<file path="config.mk">
export PLATFORM = sky130hd
export DESIGN_NAME = sram_req_ctrl
export DESIGN_NICKNAME = d
export VERILOG_FILES = /design/src/rtl/sram_req_ctrl.sv
export SDC_FILE = /design/constraint.sdc
export NUM_CORES = 1
export LEC_CHECK = 0
export ABC_AREA = 0
export BUFFER_PORTS_ARGS = -buffer_cell sky130_fd_sc_hd__buf_2
export CELL_PAD_IN_SITES_DETAIL_PLACEMENT = 0
export CELL_PAD_IN_SITES_GLOBAL_PLACEMENT = 1
export CORE_MARGIN = 2
export CORE_UTILIZATION = 32
export CTS_CLUSTER_SIZE = 20
export DETAILED_ROUTE_END_ITERATION = 12
export PLACE_DENSITY = 0.79
export SLEW_MARGIN = 20
export SYNTH_ARGS = -nofsm -noshare
export SYNTH_HDL_FRONTEND = slang
export SYNTH_SLANG_ARGS = --single-unit
</file>
<file path="constraint.sdc">
create_clock -name clk -period 2.4 [get_ports clk]
set_clock_uncertainty 0.2 [all_clocks]
set_input_delay 0.12 -clock clk [delete_from_list [all_inputs] [get_ports clk]]
set_output_delay 0.12 -clock clk [all_outputs]
set_load 0.005 [all_outputs]
</file>
<file path="src/rtl/sram_req_ctrl.sv">
// sram_req_ctrl: one-command-at-a-time valid/ready front-end for the 8x8 single-port SRAM.
// Optional write read-back verify is compiled in with `define SRAM_CTRL_WRVERIFY_EN.
module sram_req_ctrl #(
    parameter int AW = 3,
    parameter int DW = 8
) (
    input  logic          clk,
    input  logic          rst,
    input  logic          req_valid,
    output logic          req_ready,
    input  logic          req_we,
    input  logic [AW-1:0] req_addr,
    input  logic [DW-1:0] req_wdata,
    output logic          rsp_valid,
    input  logic          rsp_ready,
    output logic          rsp_wr,
    output logic [DW-1:0] rsp_rdata,
    output logic          rsp_err,
    output logic [7:0]    err_cnt,
    output logic          sram_cs,
    output logic          sram_re,
    output logic          sram_we,
    output logic [AW-1:0] sram_addr,
    output logic [DW-1:0] sram_din,
    input  logic [DW-1:0] sram_dout
);

    localparam logic [2:0] S_IDLE  = 3'd0;
    localparam logic [2:0] S_WR    = 3'd1;
    localparam logic [2:0] S_RD    = 3'd2;
    localparam logic [2:0] S_CAPT  = 3'd3;
    localparam logic [2:0] S_RESP  = 3'd6;
`ifdef SRAM_CTRL_WRVERIFY_EN
    localparam logic [2:0] S_VRD   = 3'd4;
    localparam logic [2:0] S_VCAPT = 3'd5;
`endif

    logic [2:0] state;
    logic       rd_strobe;
    logic       rsp_take;

    // sram_addr / sram_din double as the registered command address and write data.
`ifdef SRAM_CTRL_WRVERIFY_EN
    assign rd_strobe = (state == S_RD) || (state == S_VRD);
`else
    assign rd_strobe = (state == S_RD);
`endif

    assign req_ready = (state == S_IDLE) && !rst;
    assign rsp_valid = (state == S_RESP) && !rst;
    assign rsp_take  = rsp_valid && rsp_ready;

    // cs stays high through reset so the SRAM clears its array.
    assign sram_cs = rst || (state == S_WR) || rd_strobe;
    assign sram_we = !rst && (state == S_WR);
    assign sram_re = !rst && rd_strobe;

    always_ff @(posedge clk) begin
        if (rst) begin
            state     <= S_IDLE;
            sram_addr <= '0;
            sram_din  <= '0;
            rsp_wr    <= 1'b0;
            rsp_rdata <= '0;
        end else begin
            case (state)
                S_IDLE: begin
                    if (req_valid) begin
                        sram_addr <= req_addr;
                        sram_din  <= req_wdata;
                        rsp_wr    <= req_we;
                        rsp_rdata <= '0;
                        state     <= req_we ? S_WR : S_RD;
                    end
                end
`ifdef SRAM_CTRL_WRVERIFY_EN
                S_WR:    state <= S_VRD;
                S_VRD:   state <= S_VCAPT;
                S_VCAPT: state <= S_RESP;
`else
                S_WR:    state <= S_RESP;
`endif
                S_RD:    state <= S_CAPT;
                S_CAPT: begin
                    rsp_rdata <= sram_dout;
                    state     <= S_RESP;
                end
                S_RESP: begin
                    if (rsp_ready) state <= S_IDLE;
                end
                default: state <= S_IDLE;
            endcase
        end
    end

`ifdef SRAM_CTRL_WRVERIFY_EN
    logic       err_q;
    logic [7:0] err_cnt_q;

    assign rsp_err = err_q;
    assign err_cnt = err_cnt_q;

    always_ff @(posedge clk) begin
        if (rst) begin
            err_q     <= 1'b0;
            err_cnt_q <= 8'd0;
        end else begin
            if (req_valid && req_ready)
                err_q <= 1'b0;
            else if (state == S_VCAPT)
                err_q <= (sram_dout != sram_din);
            if (rsp_take && err_q && (err_cnt_q != 8'hFF))
                err_cnt_q <= err_cnt_q + 8'd1;
        end
    end
`else
    assign rsp_err = 1'b0;
    assign err_cnt = 8'd0;
`endif

endmodule

</file>
==> metrics <==
Post-CTS Repair Setup Buffers 0; sum of buffers and inverters on the critical path 1; kind of capture point of the worst setup path flop; Post-DRT Antenna Nets 0; Placeable Area 3000 um^2; total length of routed met2 wires approximately 1.2 mm; path type of the worst setup path flop to flop; mean cell area of the mapped netlist 9.11 um^2; fraction of post-synthesis cell area in the top cell type by area between 40% and 50%; antenna diode count 0; antenna violations before repair 0; floorplan die width between 50 and 60 um; Sink Count 23; GP Congestion between 0.7 and 0.8; wire length after detailed routing 2.38 mm; leakage power total ~0.7 nW; data required time of the critical path 2.45 ns; share of power burned in the clock network about a fifth; net count reported at finish between 200 and 250; Post-Synthesis Cells 109; post-route fraction of the period consumed by the critical path between 80% and 90%; Met1 Routed Length 1.04 mm; leading cell types by total area after synthesis dfxtp_1, nand2_1, buf_4, a22o_1, a21oi_1; final hold vios 0; share of layout cells above drive strength 1 about a third; Routed met3 length about 120 um; dominant cell type by area after synthesis dfxtp_1; All-Layer GR Usage between 10% and 20%; Routed wire per std cell 11.4 um; via count of the first global-routing pass 926; Std-Cell Rows 20; area delta synth->final 45.6%; worst slew margin relative to its limit 66.3%; via count 960; CTS H-Tree Depth 1; crit path launch type flop; depth of the worst hold-timing path 2; first-pass GRT wire length 3.66 mm; count of boundary I/O pins 58; Fin Hold WS 0.0293 ns; clock-pin slew of the registers on the worst-case setup and hold paths 0.12 ns; Die Footprint 3570 um^2; number of library cell types mapped by synthesis 23; register bit count reported by yosys 23; slew at the pin closest to its max-slew limit roughly 0.50 ns; effective utilization at floorplan 33.1%; biggest fanout along the worst timing path 12; family with the most delay on the worst path flip-flops; Sequential Power Share approximately 56%; Post-Synthesis Cell Area 993 um^2; sum of negative setup slack 0 ns; HPWL reported at the end of detailed placement 1.60 mm; setup repair after global routing missed its margin false; CTS tree done; Crit path largest cell delay 0.64 ns; maximum buffer depth of the clock tree 2; Critical Path AT between 2 and 2.5 ns; Max-cap violations 0; root buffer cell clkbuf_4; # fillers 314; Via-to-Cell Ratio 4.59; Resized cells post-CTS 0; top metal layer carrying routed signals met4; WP depth 4; number of detailed-route iterations in the first pass 2; Max Fclk 476 MHz; share of synthesized area occupied by flip-flops and latches 46.3%; number of max-slew violations in the final report 0; P_sw 0.212 mW; slack of the worst reg-to-reg path just under 0.3 ns; combinational share of power 22.6%; die extent in y 59.7 um; pwr dens 539 nW/um^2; total CTS buffers 3; initial DRC count 44; PnR Total Power 0.779 mW; cell at the slowest stage of the critical path dfxtp_1; overflow left after global routing 0; latest clock arrival within the worst-skew pair 0.29 ns; depth of the worst register-to-register path 4; Yosys warning total 0; largest net degree at the start of global routing 21; fraction of power spent switching nets 27.2%; number of port buffers 48; peak ir drop on the vdd network 0.000172 V; min Tclk post-route about 2.1 ns; post-route DRC violation count 0; cells along the critical path nand2_1, or3_1, a211oi_2, dlygate4sd3_1; worst min-delay path class primary input to flop; P_int 0.568 mW; status finished clean; count of final setup violators 0
## per-layer routing
layer | GRT usage [%] | vias to the layer above
li1 | - | 488
met1 | 15.8 | 439
met2 | 23.6 | 31
met3 | 1.73 | 2
met4 | 6.67 | 0
met5 | 0 | -
## sequential cells by signal (all words and copies together), names as in the netlist
signal     flops
sram_din       8
rsp_rdata      8
sram_addr      3
rsp_wr         1
state          3
## area by class of cell
class                      instances  area, um^2  share of cell area [%]
inverter                           1        3.75                   0.260
timing repair buffer              72         478                    33.0
tap                               33        41.3                    2.85
clock buffer                       4        26.3                    1.82
sequential                        23         460                    31.8
multi-input combinational         76         437                    30.2
## power groups by stage
| stage | combinational (mW) | clock (mW) | sequential, mW |
|---|---|---|---|
| 3_5_place_dp | 0.146 | 0 | 0.446 |
| 6_report | 0.176 | 0.167 | 0.436 |
| 4_1_cts | 0.177 | 0.175 | 0.437 |
| 2_1_floorplan | 0.120 | 0 | 0.433 |
| 3_3_place_gp | 0.142 | 0 | 0.444 |
| 5_1_grt | 0.198 | 0.189 | 0.441 |
## stage by stage
| stage | util [%] | worst slack (ns) | instances | area, um^2 |
|---|---|---|---|---|
| after detailed placement | 39.6 | 0.721 | 182 | 1190 |
| after global routing | 48.2 | 0.160 | 209 | 1450 |
| after floorplan | - | 0.889 | 117 | 1020 |
| final | 48.2 | 0.298 | 209 | 1450 |
| after CTS | 48.2 | 0.284 | 209 | 1450 |
| after global placement | 39.6 | 0.768 | 182 | 1190 |
## synth_stat cells
master,instances
a211oi_2,1
a21o_1,2
a21oi_1,13
a22o_1,8
a311oi_4,1
and3_1,2
buf_2,2
buf_4,11
buf_6,2
clkbuf_1,2
conb_1,1
dfxtp_1,23
inv_2,1
nand2_1,25
nand2_2,2
nor2_1,4
nor3_1,2
nor4_1,2
nor4b_4,1
o21ai_0,1
or3_1,1
or4b_4,1
xor2_1,1
## cell families after synthesis
| family | after synthesis | synth area share [%] |
|---|---|---|
| other | 1 | 0.377 |
| buffers and inverters | 18 | 12.7 |
| AND/OR/NAND/NOR | 40 | 20.1 |
| flip-flops | 23 | 46.3 |
| AO/OA/AOI/OAI | 26 | 19.5 |
| XOR/XNOR | 1 | 0.882 |
## worst paths after layout
check	startpoint	endpoint
hold / removal	rst	state[2]$_SDFFE_PP0P_
setup / recovery	state[1]$_SDFFE_PP0P_	state[1]$_SDFFE_PP0P_
hold reg to reg	sram_addr[1]$_SDFFE_PP0P_	sram_addr[1]$_SDFFE_PP0P_
setup reg to reg	state[1]$_SDFFE_PP0P_	state[1]$_SDFFE_PP0P_
## repair_timing
item                                    CTS  global route
endpoints found under the hold margin    23             0
hold buffers                             23             0
endpoints found under the setup margin    0             0
## cells in the final DEF (no fill, tap or decap), drive strengths merged
cell type / instances
a211oi: 1
a21o: 2
a21oi: 13
a22o: 8
a311oi: 1
and3: 2
buf: 49
clkbuf: 4
conb: 9
dfxtp: 23
dlygate4sd3: 23
inv: 1
nand2: 27
nor2: 4
nor3: 2
nor4: 2
nor4b: 1
o21ai: 1
or3: 1
or4b: 1
xor2: 1
Power figures use the tool's default switching activity.
